**config.mk**
```make
export PLATFORM = sky130hd
export DESIGN_NAME = fp_norm_round
export DESIGN_NICKNAME = d
export VERILOG_FILES = /design/src/rtl/fp_norm_round.sv
export SDC_FILE = /design/constraint.sdc
export NUM_CORES = 1
export LEC_CHECK = 0
export ABC_CLOCK_PERIOD_IN_PS = 11630
export CAP_MARGIN = 20
export CORE_ASPECT_RATIO = 0.8
export CORE_MARGIN = 8
export CORE_UTILIZATION = 35
export CTS_BUF_LIST = sky130_fd_sc_hd__clkbuf_16
export DETAILED_ROUTE_END_ITERATION = 8
export SLEW_MARGIN = 20
export SYNTH_ARGS = -nofsm -noshare
export SYNTH_HDL_FRONTEND = slang
export SYNTH_SLANG_ARGS = --single-unit
```
**constraint.sdc**
```tcl
create_clock -name clk -period 11.63 [get_ports clk]
set_clock_uncertainty 0.15 [all_clocks]
set_input_delay 2.326 -clock clk [delete_from_list [all_inputs] [get_ports clk]]
set_output_delay 2.326 -clock clk [all_outputs]
set_load 0.03 [all_outputs]
```
**src/rtl/fp_norm_round.sv**
```systemverilog
// Normalise-and-round tail stage of the FPU datapath.
// Takes an unnormalised magnitude/exponent/sign, moves the leading one to
// NORM_POS, rounds to nearest-even and packs an IEEE-754 double with flags.
// Three registered stages (detect, shift, round/pack) behind a valid/ready
// handshake; one result per cycle under continuous flow.
module fp_norm_round #(
    parameter int unsigned MAG_WIDTH    = 64,
    parameter int unsigned INDEX_MAX    = 11,
    parameter int unsigned EXP_IN_WIDTH = 13,
    parameter int unsigned EXP_WIDTH    = 11,
    parameter int unsigned FRAC_WIDTH   = 52,
    parameter int unsigned NORM_POS     = 62
) (
    input  logic                              clk,
    input  logic                              rst,
    input  logic                              in_valid,
    output logic                              in_ready,
    input  logic                              in_sign,
    input  logic [EXP_IN_WIDTH-1:0]           in_exp,
    input  logic [MAG_WIDTH-1:0]              in_mag,
    input  logic                              in_sticky,
    output logic                              out_valid,
    input  logic                              out_ready,
    output logic [EXP_WIDTH+FRAC_WIDTH:0]     out_result,
    output logic                              out_overflow,
    output logic                              out_underflow,
    output logic                              out_inexact
);

    // Internal exponent is one bit wider than the input so in_exp + L - NORM_POS
    // never wraps.
    localparam int unsigned EW       = EXP_IN_WIDTH + 1;
    localparam int unsigned RW       = EXP_WIDTH + FRAC_WIDTH + 1;
    localparam int unsigned GuardPos = NORM_POS - FRAC_WIDTH - 1;

    localparam logic [INDEX_MAX-1:0] NormIdx = INDEX_MAX'(NORM_POS);
    localparam logic [EW-1:0]        NormExp = EW'(NORM_POS);
    localparam logic [EW-1:0]        ExpMax  = EW'((1 << EXP_WIDTH) - 1);

    // ------------------------------------------------------------------
    // Handshake
    // ------------------------------------------------------------------
    logic s1_valid_q, s2_valid_q, s3_valid_q;
    logic s1_adv, s2_adv, s3_adv;

    // A stage advances when its successor is empty or itself advancing.
    always_comb begin
        s3_adv   = out_ready;
        s2_adv   = !s3_valid_q || s3_adv;
        s1_adv   = !s2_valid_q || s2_adv;
        in_ready = !s1_valid_q || s1_adv;
    end

    // ------------------------------------------------------------------
    // Stage 1: leading-one detect
    // ------------------------------------------------------------------
    logic [INDEX_MAX-1:0]    lead_idx;
    logic                    in_zero;

    logic                    s1_sign_q;
    logic [EXP_IN_WIDTH-1:0] s1_exp_q;
    logic [MAG_WIDTH-1:0]    s1_mag_q;
    logic                    s1_sticky_q;
    logic [INDEX_MAX-1:0]    s1_lead_q;
    logic                    s1_zero_q;

    // Highest set bit wins; an all-zero magnitude reports index 0.
    always_comb begin
        lead_idx = '0;
        for (int i = 0; i < int'(MAG_WIDTH); i++) begin
            if (in_mag[i]) begin
                lead_idx = INDEX_MAX'(i);
            end
        end
        in_zero = (in_mag == '0);
    end

    // Stage 1 valid register.
    always_ff @(posedge clk) begin
        if (rst) begin
            s1_valid_q <= 1'b0;
        end else if (in_ready) begin
            s1_valid_q <= in_valid;
        end
    end

    // Stage 1 payload, captured on an input transfer.
    always_ff @(posedge clk) begin
        if (in_valid && in_ready) begin
            s1_sign_q   <= in_sign;
            s1_exp_q    <= in_exp;
            s1_mag_q    <= in_mag;
            s1_sticky_q <= in_sticky;
            s1_lead_q   <= lead_idx;
            s1_zero_q   <= in_zero;
        end
    end

    // ------------------------------------------------------------------
    // Stage 2: normalising shift and exponent adjust
    // ------------------------------------------------------------------
    logic [INDEX_MAX-1:0] shamt;
    logic [MAG_WIDTH-1:0] norm_mag;
    logic                 norm_sticky;
    logic [EW-1:0]        norm_exp;

    logic                 s2_sign_q;
    logic [EW-1:0]        s2_exp_q;
    logic [MAG_WIDTH-1:0] s2_mag_q;
    logic                 s2_sticky_q;
    logic                 s2_zero_q;

    // Right shifts fold the dropped bits into sticky; left shifts lose nothing.
    always_comb begin
        shamt       = '0;
        norm_mag    = s1_mag_q;
        norm_sticky = s1_sticky_q;
        if (s1_lead_q > NormIdx) begin
            shamt       = s1_lead_q - NormIdx;
            norm_mag    = s1_mag_q >> shamt;
            norm_sticky = s1_sticky_q | (|(s1_mag_q & ~({MAG_WIDTH{1'b1}} << shamt)));
        end else if (s1_lead_q < NormIdx) begin
            shamt    = NormIdx - s1_lead_q;
            norm_mag = s1_mag_q << shamt;
        end
        norm_exp = {s1_exp_q[EXP_IN_WIDTH-1], s1_exp_q} + EW'(s1_lead_q) - NormExp;
    end

    // Stage 2 valid register.
    always_ff @(posedge clk) begin
        if (rst) begin
            s2_valid_q <= 1'b0;
        end else if (s1_adv) begin
            s2_valid_q <= s1_valid_q;
        end
    end

    // Stage 2 payload, captured when stage 1 hands over a beat.
    always_ff @(posedge clk) begin
        if (s1_valid_q && s1_adv) begin
            s2_sign_q   <= s1_sign_q;
            s2_exp_q    <= norm_exp;
            s2_mag_q    <= norm_mag;
            s2_sticky_q <= norm_sticky;
            s2_zero_q   <= s1_zero_q;
        end
    end

    // ------------------------------------------------------------------
    // Stage 3: round to nearest-even and pack
    // ------------------------------------------------------------------
    logic [FRAC_WIDTH-1:0] frac;
    logic                  guard_bit;
    logic                  round_bit;
    logic                  sticky_bit;
    logic                  round_up;
    logic [FRAC_WIDTH:0]   frac_sum;
    logic [EW-1:0]         exp_rnd;
    logic                  exp_low;
    logic [RW-1:0]         pack_result;
    logic                  pack_overflow;
    logic                  pack_underflow;
    logic                  pack_inexact;

    // Bits at and above NORM_POS are the hidden one (and an always-clear MSB).
    logic unused_norm_top;
    assign unused_norm_top = ^s2_mag_q[MAG_WIDTH-1:NORM_POS];

    // Round, then pick zero / underflow / overflow / normal encoding.
    always_comb begin
        frac       = s2_mag_q[NORM_POS-1 -: FRAC_WIDTH];
        guard_bit  = s2_mag_q[GuardPos];
        round_bit  = s2_mag_q[GuardPos-1];
        sticky_bit = (|s2_mag_q[GuardPos-2:0]) | s2_sticky_q;
        round_up   = guard_bit && (round_bit || sticky_bit || frac[0]);

        // A carry out of the fraction leaves zeros below it and bumps the exponent.
        frac_sum = {1'b0, frac} + {{FRAC_WIDTH{1'b0}}, round_up};
        exp_rnd  = s2_exp_q + {{(EW-1){1'b0}}, frac_sum[FRAC_WIDTH]};
        exp_low  = s2_exp_q[EW-1] || (s2_exp_q == '0);

        pack_result    = {s2_sign_q, exp_rnd[EXP_WIDTH-1:0], frac_sum[FRAC_WIDTH-1:0]};
        pack_overflow  = 1'b0;
        pack_underflow = 1'b0;
        pack_inexact   = guard_bit | round_bit | sticky_bit;

        if (s2_zero_q) begin
            pack_result  = {s2_sign_q, {(RW-1){1'b0}}};
            pack_inexact = 1'b0;
        end else if (exp_low) begin
            // No subnormal support: flush to signed zero.
            pack_result    = {s2_sign_q, {(RW-1){1'b0}}};
            pack_underflow = 1'b1;
            pack_inexact   = 1'b1;
        end else if (!exp_rnd[EW-1] && (exp_rnd >= ExpMax)) begin
            pack_result   = {s2_sign_q, {EXP_WIDTH{1'b1}}, {FRAC_WIDTH{1'b0}}};
            pack_overflow = 1'b1;
            pack_inexact  = 1'b1;
        end
    end

    // Stage 3 valid register.
    always_ff @(posedge clk) begin
        if (rst) begin
            s3_valid_q <= 1'b0;
        end else if (s2_adv) begin
            s3_valid_q <= s2_valid_q;
        end
    end

    // Output payload; holds while stalled and clears on reset.
    always_ff @(posedge clk) begin
        if (rst) begin
            out_result    <= '0;
            out_overflow  <= 1'b0;
            out_underflow <= 1'b0;
            out_inexact   <= 1'b0;
        end else if (s2_valid_q && s2_adv) begin
            out_result    <= pack_result;
            out_overflow  <= pack_overflow;
            out_underflow <= pack_underflow;
            out_inexact   <= pack_inexact;
        end
    end

    assign out_valid = s3_valid_q;

endmodule
```
# == Word level (Yosys, flattened, before mapping) ==
# Cells that the tools add are included.
# word_totals
output_inout_bits,69
elab_cells,143
register_bits,240
# op_classes
order_cmp,3
reduce_logical,25
bitwise_logic,6
shift,3
n_mux,76
addsub,6
# op_table
op,n
2-to-1 mux 63 bit,3
2-to-1 mux 6 bit,30
2-to-1 mux 62 bit,2
2-to-1 mux 5 bit,16
AND 64 bit,1
zero test 64 bit,1
inverter 64 bit,1
OR reduction 64 bit,1
left shift 64 x 11 -> 62 bit,1
"left shift 64 x 11 -> 64 bit, first input constant",1
right shift 64 x 11 -> 62 bit,1
OR reduction 62 bit,1
adder 52 x 1 -> 53 bit,1
2-to-1 mux 4 bit,8
OR reduction 32 bit,1
OR reduction 16 bit,1
OR reduction 8 bit,2
adder 13 x 12 -> 14 bit,1
adder 14 x 1 -> 14 bit,1
"greater-or-equal comparator 14 x 11 -> 1 bit, second input constant",1
zero test 14 bit,1
"subtractor 14 x 6 -> 14 bit, second input constant",1
2-to-1 mux 3 bit,4
"> comparator 11 x 6 -> 1 bit, second input constant",1
other kinds (11),37

# == Logic depth before layout (Yosys ltp) ==
# Gate-level depths: netlist (run 1).
# depth
depth_word,62
ltp_mapped,19
mapped_depth_nobuf,16

# == Worst setup path before layout (run 1) ==
# No wires, ideal clock.
# synth_path
kind,input -> register
start,input out_ready
end,register s2_exp_q[0] (enable)
setup_time_ns,0.637
arrival_ns,8.153
setup_slack_ns,2.690
stages,2
cell_sequence,nor2b_1 -> a21boi_0
# synth_between
elab_chain_cells,3
# synth_lines
element,line,text
from (decl),23,"input logic out_ready,"
logical OR 1 bit,49,s2_adv = !s3_valid_q || s3_adv;
logical OR 1 bit,50,s1_adv = !s2_valid_q || s2_adv;
logical AND 1 bit,140,if (s1_valid_q && s1_adv) begin
to (signal assigned),142,s2_exp_q <= norm_exp;
to (decl),108,logic [EW-1:0] s2_exp_q;
# No other way between the ends.
# A chain may end at the register's enable or synchronous reset.

# == Worst setup path after layout (run 1) ==
# layout_path
start,input out_ready
end,output in_ready
# layout_between
elab_chain_cells,3
# layout_lines
element,line,text
logical OR 1 bit,49,
logical OR 1 bit,50,
logical OR 1 bit,51,in_ready = !s1_valid_q || s1_adv;
to (decl),17,"output logic in_ready,"
# No other way between the ends.

==> flow_metrics.py, run 1 <==
metrics = {
    "route": {
        "drc": 0,
        "vias_per_cell": 6.28,
        "antenna_left": 0,
        "firstDrtPassIters": 6,
        "post_drt_wl_per_cell_um": 29.2,
        "routed_wl_um": 75700,
        "initialDrtViolationCount": 2087,
        "vias": 16289,
    },
    "place": {
        "gp_congestion": 1.06,
        "port_buffers": 151,
        "hpwl_um": 57900,
    },
    "cts": {
        "clock-sinks": 235,
        "cts_resized": 0,
        "cts-buffers-inserted": 26,
        "clock-root-buffer": "clkbuf_16",
        "cts_tree": "built",
        "clk_latency_ps": 580,
        "path_clk_slew_ps": 60,
        "cts_buffer_depth": 3,
        "cts.htree.levels": 1,
        "postCtsSetupBuffers": 0,
        "holdBufCountCts": 0,
    },
    "sta": {
        "tightest_slew_ps": 1090,
        "max-slew-margin-rel": 0.272,
        "timing.final.setup_violations": 0,
        "rsz0062_at_grt": "no",
        "clock.fmax_ghz": 0.154,
        "setup_tns_ps": 0,
        "hold_viol_final": 0,
        "fin_crit_sh": 0.557,
        "period_minus_slack_ps": 6480,
        "slew_violations": 0,
    },
    "synth": {
        "synth_edf_count": 165,
        "avgSynthCellArea_um2": 9.16,
        "syn-num-nets": 1990,
        "synth_cell_types": 81,
        "syn_area_um2": 17200,
        "synth-seq-cells": 235,
        "synth-async-reset-ratio": 0,
        "ys_warn_count": 0,
        "ys_seq_area_frac": 0.369,
        "synth_cells": 1881,
        "synth_top_flop_cell": "edfxtp_1",
    },
    "pwr": {
        "irDropWorstVdd_uv": 109,
        "p_leak_nw": 7.04,
        "cellPowerDensity_nw_per_um2": 139,
    },
    "finish": {
        "layout-area-overhead-vs-synth_pct": 16.6,
        "diodes": 0,
        "final_cell_mix": "251 x nand2_1, 165 x edfxtp_1, 151 x clkdlybuf4s50_1, 149 x nor2_1",
        "post-route-util": 0.415,
        "mostFrequentLayoutCell": "nand2_1",
        "drive_gt1_frac": 0.0897,
        "finalNetCount": 2052,
    },
    "grt": {
        "grt_pass1_vias": 15451,
        "gr-total-overflow": 0,
        "grt_usage": 0.256,
        "grt_max_degree": 80,
        "grt_antenna_before_repair": 2,
        "grt_pass1_wl_um": 110000,
    },
    "worst_hold_path": {
        "hp-class": "flip-flop to flip-flop",
    },
    "floorplanning": {
        "start_util": 0.356,
        "dieArea_um2": 56600,
        "io_pins": 152,
        "die_h_um": 214,
        "row_count": 72,
        "coreArea_um2": 48500,
        "die_w_um": 264,
    },
    "outcome": {
        "status": "complete, no violations",
    },
    "job": {
        "maxCapViolations": 0,
    },
    "setup_path": {
        "cp-end-kind": "output port",
        "required_ps": 9150,
        "cp_max_fo": 6,
        "worstSetupPathType": "primary input to output port",
        "cp_data_arrival_time_ps": 4000,
        "start_kind": "primary input",
    },
}
==> stage by stage <==
step	instances	total power, mW	worst slack, ps	hold slack [ps]	area (um2)
floorplan	1881	1.60	2690	250	17200
global placement	2544	1.96	5140	252	19300
detailed placement	2544	1.96	5150	261	19300
CTS	2592	2.78	5140	292	20100
global route	2592	2.90	5040	304	20100
finish	2592	2.79	5150	295	20100
==> flip-flops by register name, indices dropped and copies added (netlist names), 6 cells and up <==
| register | flops |
|---|---|
| s1_mag_q | 64 |
| s2_exp_q | 14 |
| out_result | 64 |
| s2_mag_q | 62 |
| s1_lead_q | 6 |
| s1_exp_q | 13 |
==> final timing paths <==
check,from,endpoint,slack (ps),cells past startpoint
worst min register to register,out_result[38],out_result[38],300,2
worst max register to register,s1_lead_q[0],s2_mag_q[59],6290,11
worst min-delay path,out_result[38],out_result[38],300,2
worst max-delay path,out_ready,in_ready,5150,4
==> cell usage after synthesis (5+ instances only) <==
master    instances  area (um2)
buf_4             7        52.6
xnor2_1          31         272
o211ai_1         24         180
and3_1           19         119
mux4_2           63        1420
a21oi_1         101         505
a222oi_1          5        50.1
o21ai_1         126         631
o21bai_1          6        45.0
and2_1           13        81.3
a221oi_1         13         114
a31oi_1          17         106
mux2_2           14         158
inv_1            45         169
nor3_1           40         200
buf_1            13        48.8
mux2_1            8        90.1
edfxtp_1        165        4950
nand2_1         251         942
o221ai_1         14         123
ha_1             25         313
a21o_1            5        37.5
a22o_1            6        52.6
o22ai_1           5        31.3
a221o_1          19         190
clkbuf_1         99         372
o21ai_0          51         255
o31ai_1           7        52.6
nand3_1          50         250
and4_1           10        87.6
dfxtp_1          70        1400
nor2b_1          11        68.8
o21a_1           10        75.1
nand2b_1          8        50.1
nand4_1          26         163
a211oi_1         18         135
mux2i_1         126        1260
buf_2            30         150
xor2_1           45         394
nor4_1           35         219
a22oi_1          33         248
nor2_1          150         563
==> routing by layer <==
layer,routed length (um),vias up,track usage,share of wire
met5,12,-,0,0.00016
met4,3600,2,0.108,0.048
met3,7590,146,0.0615,0.10
met2,31300,935,0.370,0.41
met1,33200,7978,0.360,0.44
li1,-,7228,-,-
==> where the power goes <==
part	internal, mW	switching (mW)	total, mW
combinational	0.327	0.570	0.897
sequential	0.969	0.109	1.08
clock	0.466	0.351	0.817
==> layout make-up <==
cell class	count	area, um2
fill	4795	28400
inverter	47	176
clock inverter	21	165
timing repair buffer	186	1770
multi-input combinational	1447	10200
clock buffer	27	676
sequential	235	6360
tap	629	787
==> logic make-up after synthesis <==
logic type / after synthesis / synth area share
simple gates: 636 / 0.170
compound gates: 496 / 0.183
flops: 235 / 0.369
mux: 213 / 0.173
buf+inv: 199 / 0.0478
xor+xnor: 76 / 0.0386
fa+ha+maj: 26 / 0.0193
==> critical path, cell delays in order <==
cell and delay, ps:
clkdlybuf4s50_1 400, nor2b_1 470, nand3_1 170, clkdlybuf4s50_1 630
Note: power is estimated with default switching activity, not from simulation.
==> run 2: changes to the inputs <==
--- a/config.mk
+++ b/config.mk
@@ -5,7 +5,7 @@
 export SDC_FILE = /design/constraint.sdc
 export NUM_CORES = 1
 export LEC_CHECK = 0
-export ABC_CLOCK_PERIOD_IN_PS = 11630
+export ABC_CLOCK_PERIOD_IN_PS = 5600
 export CAP_MARGIN = 20
 export CORE_ASPECT_RATIO = 0.8
 export CORE_MARGIN = 8
==> constraint.sdc (replaced) <==
create_clock -name clk -period 5.6 [get_ports clk]
set_clock_uncertainty 0.15 [all_clocks]
set_input_delay 1.12 -clock clk [delete_from_list [all_inputs] [get_ports clk]]
set_output_delay 1.12 -clock clk [all_outputs]
set_load 0.03 [all_outputs]
==> flow_metrics.py, run 2 (same netlist as run 1, synthesis figures left out) <==
metrics = {
    "outcome": {
        "status": "complete, no violations",
    },
    "setup_path": {
        "cp-end-kind": "flip-flop",
        "worstSetupPathType": "flip-flop to flip-flop",
        "ff2ff_path_depth": 16,
        "cp_max_fo": 50,
        "required_ps": 5850,
        "reg2reg_slack_ps": 1080,
        "start_kind": "flip-flop",
        "r2r-end": "out_result[19]",
        "rr_startpoint": "s2_mag_q[10]",
        "cp_data_arrival_time_ps": 4770,
    },
    "place": {
        "pre_cts_slack_ps": 1050,
        "dp_cells": 2590,
        "port_buffers": 151,
        "hpwl_um": 59500,
        "gp_congestion": 1.07,
    },
    "route": {
        "firstDrtPassIters": 6,
        "vias_per_cell": 6.26,
        "wl_met1_um": 33500,
        "routed_wl_um": 76300,
        "vias": 16514,
        "initialDrtViolationCount": 2150,
        "highest_layer": "met4",
        "post_drt_wl_per_cell_um": 28.9,
        "antenna_left": 0,
        "wl_met2_um": 32400,
        "wl_met3_um": 7220,
        "drc": 0,
    },
    "cts": {
        "cts-buffers-inserted": 26,
        "postCtsSetupBuffers": 0,
        "cts_buffer_depth": 3,
        "clk_latency_ps": 580,
        "path_clk_slew_ps": 60,
        "cts.htree.levels": 1,
        "holdBufCountCts": 0,
        "clock-root-buffer": "clkbuf_16",
        "clock-sinks": 235,
        "cts_tree": "built",
        "cts_resized": 0,
    },
    "floorplanning": {
        "die_h_um": 214,
        "row_count": 72,
        "dieArea_um2": 56600,
        "coreArea_um2": 48500,
        "io_pins": 152,
        "start_util": 0.356,
        "die_w_um": 264,
    },
    "sta": {
        "fin_crit_sh": 0.808,
        "finalWorstSetupSlack_ps": 1080,
        "slew_violations": 0,
        "period_minus_slack_ps": 4520,
        "tightest_slew_ps": 1040,
        "clock.fmax_ghz": 0.221,
        "rsz0062_at_grt": "no",
        "setup_tns_ps": 0,
        "hold_viol_final": 0,
        "whs_ps": 291,
        "max-slew-margin-rel": 0.309,
        "timing.final.setup_violations": 0,
    },
    "finish": {
        "mostFrequentLayoutCell": "nand2_1",
        "finalNetCount": 2098,
        "final_cells": 2639,
        "top_regs": "out_result: 64 flops, s1_mag_q: 64 flops, s2_mag_q: 62 flops",
        "layout-area-overhead-vs-synth_pct": 19.4,
        "drive_gt1_frac": 0.109,
        "final_cell_mix": "251 x nand2_1, 165 x edfxtp_1, 151 x clkdlybuf4s50_1, 149 x nor2_1",
    },
    "worst_hold_path": {
        "hp-class": "flip-flop to flip-flop",
        "hold_depth": 0,
        "holdPathEnd": "s2_sign_q",
        "hold_start": "s1_sign_q",
    },
    "grt": {
        "grt_pass1_wl_um": 111000,
        "grt_max_degree": 75,
        "grt_antenna_before_repair": 2,
        "gr-total-overflow": 0,
        "grt_pass1_vias": 15883,
        "grt_usage": 0.259,
    },
    "pwr": {
        "cellPowerDensity_nw_per_um2": 291,
        "p_int_mw": 3.82,
        "irDropWorstVdd_uv": 220,
        "p_comb_frac": 0.321,
        "p_leak_nw": 7.31,
        "seq_power_share": 0.373,
        "sw_frac_of_total": 0.362,
        "finalPower_mw": 5.99,
        "p_switching_mw": 2.17,
        "clockPowerShare": 0.306,
    },
    "job": {
        "maxCapViolations": 0,
    },
}
-- run 2: power by group through the flow --
stage | sequential (mW) | clock [mW] | combinational, mW
final | 2.23 | 1.83 | 1.92
after global routing | 2.24 | 1.94 | 2.03
after CTS | 2.22 | 1.86 | 1.87
after detailed placement | 2.26 | 0 | 1.86
after global placement | 2.25 | 0 | 1.87
after floorplan | 2.13 | 0 | 1.20
-- run 2: per-layer routing --
metal  vias up  GRT usage
li1       7325          -
met4         0     0.0971
met1      8118      0.362
met2       920      0.386
met3       151     0.0591
met5         -          0
-- run 2: stage by stage --
step | instance area (um2) | util
CTS | 20600 | 0.425
global route | 20600 | 0.425
detailed placement | 19700 | 0.406
finish | 20600 | 0.425
floorplan | 17200 | -
global placement | 19700 | 0.406
-- run 2: worst max-delay path by stage --
stage / cells past startpoint / startpoint / slack [ps] / to
finish: 16 / s2_mag_q[10] / 1080 / out_result[19]
global route: 14 / s2_mag_q[16] / 630 / out_result[43]
detailed placement: 16 / s2_mag_q[10] / 1050 / out_result[37]
CTS: 16 / s2_mag_q[10] / 1030 / out_result[37]
global placement: 16 / s2_mag_q[9] / 1160 / out_result[19]
floorplan: 2 / out_ready / 1120 / s1_exp_q[0]
-- run 2: area by class of cell --
class | instances | area [um2]
Clock buffer | 26 | 651
Sequential cell | 235 | 6360
Timing Repair Buffer | 232 | 2190
Tap cell | 629 | 787
Inverter | 47 | 176
Antenna cell | 1 | 2.50
Clock inverter | 22 | 253
Fill cell | 4740 | 27900
Multi-Input combinational cell | 1447 | 10200
-- run 2: critical path, stage by stage (launching register included) --
cell and delay, ps:
edfxtp_1 380, and2_1 140, ha_1 170, and3_1 200
and3_1 350, and2_1 330, nand4_1 150, nor2_1 200
ha_1 260, ha_1 310, nand2_1 90, nor2_1 120
xnor2_1 90, o41ai_1 370, buf_4 180, or2_2 680
o21ai_1 170
